[src/rtl/sram_stream_loader.sv]
// -----------------------------------------------------------------------------
// sram_stream_loader
//
// Loads a fixed-length run of words from a valid/ready stream into one of two
// SRAM write ports: feature SRAM (cfg_target = 0) or kernel SRAM
// (cfg_target = 1). Words are written at consecutive word-aligned byte
// addresses starting at cfg_baseaddr with the two low bits cleared. The address
// advances by 4 per word and wraps silently at 2^ADDR_WIDTH.
//
// Ports
//   clk, rst_n          : clock, asynchronous active-low reset
//   cfg_start           : one-cycle start request, honoured only in IDLE
//   cfg_target          : destination select (0 = fram, 1 = kram)
//   cfg_baseaddr        : byte start address
//   cfg_len             : number of words to load (0 = finish immediately)
//   busy, done, err     : transfer active, completion pulse, sticky framing error
//   words_written       : words written in the current or last transfer
//   s_axis_*            : input stream (tdata, tvalid, tlast, tready)
//   fram_* / kram_*     : SRAM write ports (byte address, data, we, en)
//
// Every output is driven from a flop. A write strobe appears on the cycle after
// its beat is accepted.
// -----------------------------------------------------------------------------
module sram_stream_loader #(
  parameter int DATA_WIDTH = 32,
  parameter int ADDR_WIDTH = 16,
  parameter int LEN_WIDTH  = 16
) (
  input  logic                  clk,
  input  logic                  rst_n,
  input  logic                  cfg_start,
  input  logic                  cfg_target,
  input  logic [ADDR_WIDTH-1:0] cfg_baseaddr,
  input  logic [LEN_WIDTH-1:0]  cfg_len,
  output logic                  busy,
  output logic                  done,
  output logic                  err,
  output logic [LEN_WIDTH-1:0]  words_written,
  input  logic [DATA_WIDTH-1:0] s_axis_tdata,
  input  logic                  s_axis_tvalid,
  input  logic                  s_axis_tlast,
  output logic                  s_axis_tready,
  output logic [ADDR_WIDTH-1:0] fram_addr_byteidx,
  output logic [DATA_WIDTH-1:0] fram_wdata,
  output logic                  fram_we,
  output logic                  fram_en,
  output logic [ADDR_WIDTH-1:0] kram_addr_byteidx,
  output logic [DATA_WIDTH-1:0] kram_wdata,
  output logic                  kram_we,
  output logic                  kram_en
);

  typedef enum logic [1:0] {
    IDLE   = 2'd0,
    LOAD   = 2'd1,
    FINISH = 2'd2
  } state_t;

  state_t                state_q;
  logic                  target_q;
  logic [LEN_WIDTH-1:0]  len_q;
  logic [LEN_WIDTH-1:0]  ww_q;
  logic [ADDR_WIDTH-1:0] addr_q;

  logic                  busy_q;
  logic                  done_q;
  logic                  err_q;
  logic                  tready_q;
  logic [ADDR_WIDTH-1:0] fram_addr_q;
  logic [DATA_WIDTH-1:0] fram_wdata_q;
  logic                  fram_wr_q;
  logic [ADDR_WIDTH-1:0] kram_addr_q;
  logic [DATA_WIDTH-1:0] kram_wdata_q;
  logic                  kram_wr_q;

  logic                  accept_d;
  logic [LEN_WIDTH-1:0]  ww_d;
  logic [ADDR_WIDTH-1:0] addr_d;
  logic                  final_d;
  logic                  end_d;
  logic                  err_d;

  // Beat handshake and the next values of the word counter and address.
  always_comb begin
    accept_d = s_axis_tvalid & tready_q;
    ww_d     = ww_q + LEN_WIDTH'(1);
    addr_d   = addr_q + ADDR_WIDTH'(4);
    final_d  = (ww_d == len_q);
    // The transfer ends on the word that completes len, or earlier on tlast.
    end_d    = final_d | s_axis_tlast;
    // Framing is good only when tlast lands exactly on the final word.
    if (final_d) begin
      err_d = ~s_axis_tlast;
    end else begin
      err_d = 1'b1;
    end
  end

  // Transfer FSM together with all registered outputs.
  always_ff @(posedge clk or negedge rst_n) begin
    if (!rst_n) begin
      state_q      <= IDLE;
      target_q     <= 1'b0;
      len_q        <= '0;
      ww_q         <= '0;
      addr_q       <= '0;
      busy_q       <= 1'b0;
      done_q       <= 1'b0;
      err_q        <= 1'b0;
      tready_q     <= 1'b0;
      fram_addr_q  <= '0;
      fram_wdata_q <= '0;
      fram_wr_q    <= 1'b0;
      kram_addr_q  <= '0;
      kram_wdata_q <= '0;
      kram_wr_q    <= 1'b0;
    end else begin
      // Strobes and done are single-cycle unless reasserted below.
      fram_wr_q <= 1'b0;
      kram_wr_q <= 1'b0;
      done_q    <= 1'b0;
      case (state_q)
        IDLE: begin
          busy_q   <= 1'b0;
          tready_q <= 1'b0;
          if (cfg_start) begin
            target_q <= cfg_target;
            len_q    <= cfg_len;
            addr_q   <= cfg_baseaddr & ~ADDR_WIDTH'(3);
            err_q    <= 1'b0;
            ww_q     <= '0;
            busy_q   <= 1'b1;
            if (cfg_len == LEN_WIDTH'(0)) begin
              state_q <= FINISH;
              done_q  <= 1'b1;
            end else begin
              state_q  <= LOAD;
              tready_q <= 1'b1;
            end
          end else begin
            state_q <= IDLE;
          end
        end
        LOAD: begin
          if (accept_d) begin
            if (target_q) begin
              kram_addr_q  <= addr_q;
              kram_wdata_q <= s_axis_tdata;
              kram_wr_q    <= 1'b1;
            end else begin
              fram_addr_q  <= addr_q;
              fram_wdata_q <= s_axis_tdata;
              fram_wr_q    <= 1'b1;
            end
            addr_q <= addr_d;
            ww_q   <= ww_d;
            if (end_d) begin
              state_q  <= FINISH;
              done_q   <= 1'b1;
              tready_q <= 1'b0;
              err_q    <= err_q | err_d;
            end else begin
              state_q <= LOAD;
            end
          end else begin
            state_q <= LOAD;
          end
        end
        FINISH: begin
          state_q  <= IDLE;
          busy_q   <= 1'b0;
          tready_q <= 1'b0;
        end
        default: begin
          state_q  <= IDLE;
          busy_q   <= 1'b0;
          tready_q <= 1'b0;
        end
      endcase
    end
  end

  assign busy              = busy_q;
  assign done              = done_q;
  assign err               = err_q;
  assign words_written     = ww_q;
  assign s_axis_tready     = tready_q;
  assign fram_addr_byteidx = fram_addr_q;
  assign fram_wdata        = fram_wdata_q;
  assign fram_we           = fram_wr_q;
  assign fram_en           = fram_wr_q;
  assign kram_addr_byteidx = kram_addr_q;
  assign kram_wdata        = kram_wdata_q;
  assign kram_we           = kram_wr_q;
  assign kram_en           = kram_wr_q;

endmodule

[config.mk]
export PLATFORM = sky130hd
export DESIGN_NAME = sram_stream_loader
export DESIGN_NICKNAME = d
export VERILOG_FILES = /design/src/rtl/sram_stream_loader.sv
export SDC_FILE = /design/constraint.sdc
export NUM_CORES = 1
export LEC_CHECK = 0
export BUFFER_PORTS_ARGS = -buffer_cell sky130_fd_sc_hd__buf_2
export CORE_UTILIZATION = 41
export CTS_BUF_LIST = sky130_fd_sc_hd__clkbuf_4 sky130_fd_sc_hd__clkbuf_8
export DETAILED_ROUTE_END_ITERATION = 8
export PLACE_DENSITY_LB_ADDON = 0.05
export SLEW_MARGIN = 5
export SYNTH_ARGS = -nofsm -noshare
export SYNTH_HDL_FRONTEND = slang
export SYNTH_SLANG_ARGS = --single-unit
[constraint.sdc]
create_clock -name clk -period 2.33 [get_ports clk]
set_clock_uncertainty 0.05 [all_clocks]
set_input_delay 0.1165 -clock clk [delete_from_list [all_inputs] [get_ports clk]]
set_output_delay 0.1165 -clock clk [all_outputs]
set_load 0.03 [all_outputs]
==> results by group, run 1 <==
Global route
  – Global route overflow: 0
  – Initial antenna violation count: 0
  – Largest net degree at the start of global routing: 62
  – First-pass GRT wire length: 27200 um
  – Vias in the first global route: 5445
  – Total GRT Usage: 21.6%

STA
  – PnR worst setup slack: 0.120 ns
  – Fmax: 453 MHz
  – Min cycle time layout: 2.21 ns
  – Hold Vio Cnt, Final: 0
  – Rel. slew slack: 56.8%
  – RSZ-0062 raised after global routing: false
  – TNS Setup: 0 ns
  – Period utilisation layout: 94.8%
  – Fin. max-slew vios: 0
  – Final setup vio count: 0
  – Worst-Margin Slew: 0.642 ns

Clock network
  – CTS root buf: clkbuf_8
  – Setup Buffers After CTS: 0
  – H-tree levels: 4
  – CTS tree: built
  – Worst-path clk slew: 0.08 ns
  – Clk buf depth: 2
  – Clock latency on the worst-skew pair: 0.44 ns
  – Clock sinks: 146
  – Number of buffers created by CTS: 17

Pwr
  – Lkg Pwr: 4.20 nW
  – PD cells: 1350 mW/mm^2
  – Worst vdd ir: 0.715 mV

Floorplanning
  – Die area: 0.0165 mm^2
  – Core Region: 0.0154 mm^2
  – Die W: 128 um
  – Initial Utilization: 42.6%
  – Die height: 128 um
  – # IOs: 190
  – Row cnt: 45

Yosys
  – Library cells used by synthesis: 51
  – Synth top area cells: dfrtp_1, mux2_2, nand2_1, o21ai_0, a21oi_1
  – Post-synth EDFFs: 0
  – Yosys reg bits: 146
  – Register area share after synthesis: 55.8%
  – Synth Cell Area: 0.00655 mm^2
  – Cell taking the most area after synthesis: dfrtp_1
  – Top-area cell type share of the netlist area: 55.8%
  – Avg Synthesized Cell Area: 11.4 um^2
  – Yosys synthesis warning count: 0
  – Synth async-reset ratio: 100%
  – Post-synth top flop: dfrtp_1
  – Cells after Synth: 573

Finish
  – Register area: 0.00365 mm^2
  – Util after Layout: 57.5%
  – Fill cell count: 1344
  – Diode count: 0
  – Multi-input logic area: 0.00271 mm^2
  – Synth-to-layout area growth: 34.9%
  – Share of cells above drive strength 1: 40.6%
  – NumNets Final: 897

Route
  – Routed WL per cell: 16.2 um
  – Post-detailed-route count of antenna-violating nets: 0
  – DR pass1 iterations: 4
  – Vias post-DR: 5299
  – Via/cell ratio: 5.06
  – Starting DRT DRC Count: 240
  – DR DRC count: 0
  – Post-Route WL: 17000 um

Setup path
  – CP Capture Type: flop
  – RR Startpoint: words_written[0]
  – Critical path type: flop to flop
  – Arr. time, crit path: 2.52 ns
  – Critical path depth in cells: 8
  – Slowest CP cell: o311a_1
  – CP required: 2.64 ns
  – Reg2reg setup slack: 0.12 ns
  – Critical path fanouts, max: 6
  – Worst setup SP type: flop
  – Cell Chain, Critical Path: ha_2, and4_1, nand2_1, o311a_1, o22a_2, a41oi_4, o21ai_1, a21oi_1
  – CP top delay family: compound AO/OA/AOI/OAI gates
  – Worst r2r path cells: 8
  – Worst r2r dst: s_axis_tready
  – Worst Path Buf+Inv: 0
  – Slowest stage delay, CP: 0.40 ns

Placement
  – Buffers on Ports: 183
  – Pre-CTS setup slack: 0.137 ns
  – Gpl congestion: 0.847
  – Detail Placement HPWL: 11600 um

Status
  – Outcome: complete, no violations

Flow run
  – Max cap viols: 0

Hold path
  – Worst Hold Depth: 4
  – Hold Crit Start: cfg_baseaddr[13]
  – Hold endpoint: addr_q[13]
  – Type of the tightest min-delay check: input pin to flop
stage by stage:
| stage | cells | total power, mW | hold WS [ns] | area, um^2 |
|---|---|---|---|---|
| floorplan | 576 | 8.03 | -0.229 | 6560 |
| global placement | 953 | 9.60 | 0.0568 | 7750 |
| detailed placement | 953 | 9.76 | 0.0657 | 7750 |
| CTS | 1047 | 12.0 | 0.00867 | 8820 |
| global route | 1047 | 12.7 | 0.0411 | 8840 |
| finish | 1047 | 11.9 | 0.0494 | 8840 |
sequential cells by signal, indices dropped and copies added, names as in the netlist:
name,count
kram_en,1
state_q,1
s_axis_tready,1
words_written,16
len_q,16
target_q,1
fram_wdata,32
err,1
addr_q,14
done,1
fram_en,1
fram_addr_byteidx,14
kram_wdata,32
kram_addr_byteidx,14
busy,1
tightest hold or removal path: stages:
cell and delay, ns:
buf_2 0.08, nor2_1 0.04, a31oi_1 0.13, o22a_1 0.13
layout make-up:
cell class	count	share of cell area (%)
tap	211	2.99
inverter	3	0.127
clock buffer	21	3.06
sequential	146	41.3
multi-input combinational	388	30.7
timing repair buffer	269	20.0
clock inverter	9	1.78
logic make-up (layout without fill, tap and decap cells):
group	count (synthesis)	after routing	synth area share (%)
XOR/XNOR	20	20	2.88
AND/OR/NAND/NOR	175	175	12.7
other	1	4	0.0573
adder cells (fa/ha/maj)	2	2	0.382
AO/OA/AOI/OAI	94	94	8.83
multiplexers	93	93	16.0
buffers and inverters	42	302	3.34
flip-flops	146	146	55.8
power by group:
group / switching (mW) / internal (mW) / total, mW
Combinational: 3.41 / 2.00 / 5.41
Sequential: 0.701 / 3.65 / 4.35
Clock: 0.933 / 1.22 / 2.15
placed cells by master (no fill, tap or decap), types with 3 or more instances in the layout:
cell type and instances:
clkbuf_4 3, mux2_1 5, bufinv_16 4, a21oi_1 24, o21ai_0 32, buf_2 182
and3_1 7, o22ai_1 5, mux2_2 88, dfrtp_1 146, nor2_1 26, nand3_1 15
inv_1 3, dlygate4sd3_1 64, clkbuf_8 18, xnor2_1 11, xor2_1 8, o21ai_1 4
o31ai_1 6, nor4_1 6, buf_12 3, nand2_1 83, and4_4 3, nand4_1 11
conb_1 4, buf_4 19, a31oi_1 8, nor2b_1 3, and2_1 4
synthesized netlist by cell type (all sizes together), types with 5 or more instances:
cell type	n
and3	7
and2	6
o31ai	6
a31oi	8
xnor2	11
o21ai	36
xor2	8
o22ai	5
nor2	27
and4	6
nand4	11
a21oi	24
buf	26
nand2	84
clkbuf	13
dfrtp	146
nand3	15
nor4	6
mux2	93
metal layers:
layer  global-route usage [%]  part of all wire, %  up-vias
li1                         -                    -     2514
met1                     27.1                   43     2590
met2                     35.5                   50      173
met3                     4.86                  5.1       22
met4                     10.2                  1.9        0
met5                        0                    0        -
worst max-delay path by stage:
stage,slack [ns],start,endpoint
after floorplan,0.04,words_written[0],s_axis_tready
after global placement,0.15,words_written[0],s_axis_tready
after detailed placement,0.14,words_written[0],s_axis_tready
after CTS,0.08,words_written[0],s_axis_tready
after global routing,0.008,words_written[0],s_axis_tready
final,0.12,words_written[0],s_axis_tready
repair_timing:
| item | 4_1_cts | 5_1_grt |
|---|---|---|
| resized for setup | 0 | 2 |
| hold buffers | 64 | 0 |
| setup endpoints to repair | 0 | 2 |
| endpoints found under the hold margin | 148 | 0 |
(Power assumes the default switching activity.)
==> run 2, diff against run 1 <==
Settings changed: PLACE_DENSITY set to 0.75, PLACE_DENSITY_LB_ADDON 0.05 to not set.
==> run 2 against run 1 <==
Effect of this change:
- worst setup slack improved by 0.020 ns
- wire length increased by 0.88%
- sequential power about the same
- via count increased by 1.8%
- core utilization about the same
- final area about the same
- global-route usage about the same
- clock power decreased by 9.3%
- fmax increased by 0.90%
- clock-buffer cell count decreased by 4
- critical path type unchanged
==> results by group, run 2 (synthesized netlist as in run 1, its figures left out) <==
Pwr
  – PD cells: 1340 mW/mm^2 (-0.89%)
  – Worst vdd ir: 0.827 mV (+16%)
  – Total power: 11.8 mW (-0.93%)
  – Lkg Pwr: 4.19 nW (-0.20%)

Status
  – Outcome: complete, no violations

Clock network
  – Clk buf depth: 2 (unchanged)
  – CTS tree: built
  – Clock latency on the worst-skew pair: 0.46 ns (+0.02 ns)
  – CTS root buf: clkbuf_8
  – Worst-path clk slew: 0.10 ns (+0.02 ns)
  – H-tree levels: 4 (unchanged)
  – Number of buffers created by CTS: 17 (unchanged)
  – Clock sinks: 146 (unchanged)

Route
  – Post-detailed-route count of antenna-violating nets: 0 (unchanged)
  – DR pass1 iterations: 5 (+1)
  – Vias post-DR: 5394 (+1.8%)
  – Starting DRT DRC Count: 274 (+14%)
  – DRT met1 WL: 7360 um (-0.34%)
  – Via/cell ratio: 5.12 (+1.1%)
  – Routed WL per cell: 16.3 um (+0.21%)
  – Post-Route WL: 17200 um (+0.88%)
  – Top Layer Used: met4
  – Met3 wire length: 778 um (-10%)
  – DR DRC count: 0 (unchanged)
  – Met2 Wirelength: 8350 um (-1.1%)

STA
  – Rel. slew slack: 39.5% (-17 points)
  – Min cycle time layout: 2.19 ns (-0.0197 ns)
  – Hold Vio Cnt, Final: 0 (unchanged)
  – Period utilisation layout: 94.0% (-0.84 points)
  – RSZ-0062 raised after global routing: false
  – Fmax: 457 MHz (+0.90%)
  – TNS Setup: 0 ns (unchanged)
  – Worst-Margin Slew: 0.904 ns (+0.261 ns)
  – PnR worst setup slack: 0.140 ns (+0.0197 ns)
  – Final setup vio count: 0 (unchanged)
  – Fin. max-slew vios: 0 (unchanged)

Global route
  – First-pass GRT wire length: 27200 um (-0.23%)
  – Global route overflow: 0 (unchanged)
  – Initial antenna violation count: 0 (unchanged)
  – Vias in the first global route: 5376 (-1.3%)
  – Largest net degree at the start of global routing: 48 (-23%)
  – Total GRT Usage: 21.6% (about the same)

Setup path
  – CP required: 2.66 ns (+0.02 ns)
  – CP top delay family: compound AO/OA/AOI/OAI gates
  – Critical path fanouts, max: 6 (unchanged)
  – Slowest stage delay, CP: 0.38 ns (-0.02 ns)
  – Critical path type: flop to flop
  – CP Capture Type: flop
  – RR Startpoint: words_written[1]
  – Reg2reg setup slack: 0.14 ns (+0.02 ns)
  – Cell Chain, Critical Path: ha_2, and4_1, nand2_1, o311a_1, o22a_2, a41oi_4, o21ai_1, a21oi_1
  – Worst setup SP type: flop
  – Worst r2r path cells: 8 (unchanged)
  – Slowest CP cell: dfrtp_1
  – Worst Path Buf+Inv: 0 (unchanged)
  – Arr. time, crit path: 2.52 ns (about the same)
  – Worst r2r dst: s_axis_tready

Floorplanning
  – Die area: 0.0165 mm^2 (unchanged)
  – Row cnt: 45 (unchanged)
  – Core Region: 0.0154 mm^2 (unchanged)
  – Die W: 128 um (unchanged)
  – Initial Utilization: 42.6% (unchanged)
  – Die height: 128 um (unchanged)
  – # IOs: 190 (unchanged)

Hold path
  – Hold Crit Start: cfg_baseaddr[15]
  – Worst Hold Depth: 4 (unchanged)
  – Type of the tightest min-delay check: input pin to flop
  – Hold endpoint: addr_q[15]

Placement
  – Buffers on Ports: 183 (unchanged)
  – Detail Placement HPWL: 11700 um (+1.1%)
  – Pre-CTS setup slack: 0.119 ns (-0.0180 ns)
  – Gpl congestion: 0.823 (-2.9%)

Finish
  – Most common library cell in the layout ignoring fill and taps: buf_2
  – Synth-to-layout area growth: 34.9% (about the same)
  – Fill cell count: 1274 (-5.2%)
  – Most used cells in the layout excluding fill and tap cells: buf_2, dfrtp_1, mux2_2
  – NumNets Final: 901 (+0.45%)
  – Share of cells above drive strength 1: 41.3% (+0.78 points)

Flow run
  – Max cap viols: 0 (unchanged)
==> run 2: cell type report <==
cell class              instances  area, um^2  share of cell area [%]
flip-flops and latches        146        3650                    41.4
multi-input cells             388        2720                    30.8
repair buffers                273        1800                    20.3
well taps                     211         264                    2.99
clock buffers                  17         234                    2.65
clock inverters                15         149                    1.69
inverters                       3        11.3                   0.127
diodes                          1        2.50                  0.0283
==> run 2: worst max path at each step <==
stage / from / cells after the start / end / slack (ns)
floorplan: words_written[0] / 8 / s_axis_tready / 0.04
global placement: words_written[0] / 8 / s_axis_tready / 0.18
detailed placement: words_written[1] / 8 / s_axis_tready / 0.12
CTS: words_written[1] / 8 / s_axis_tready / 0.09
global route: words_written[1] / 8 / s_axis_tready / 0.01
finish: words_written[1] / 8 / s_axis_tready / 0.14
==> run 2: through the flow <==
step	util, %	cell area, um^2	hold WS, ns	std cells
3_5_place_dp	50.6	7780	0.0391	957
5_1_grt	57.4	8830	0.0375	1053
6_report	57.5	8830	0.0430	1054
4_1_cts	57.3	8810	0.00438	1053
3_3_place_gp	50.6	7780	0.0361	957
2_1_floorplan	-	6560	-0.229	576
==> run 2: repair_timing <==
action | in CTS | in global routing
gates resized for setup | 0 | 5
buffers inserted | 0 | 0
endpoints found under the setup margin | 0 | 1
hold buffers | 64 | 0
hold endpoints to repair | 227 | 0
==> run 2: power breakdown <==
group	switching, mW	leakage, nW	internal [mW]
clock	1.08	0.184	0.875
sequential	0.730	1.79	3.65
combinational	3.46	2.22	2.01
total	5.27	4.19	6.53
==> run 2: routing by layer <==
layer	up-vias	global-route usage [%]
li1	2532	-
met1	2629	27.3
met2	190	34.9
met3	43	4.07
met4	0	12.1
met5	-	0
==> run 2: worst min-delay path, stage by stage <==
cell     delay [ns]
buf_2          0.08
nor2_1         0.03
a31oi_1        0.14
o22a_1         0.14
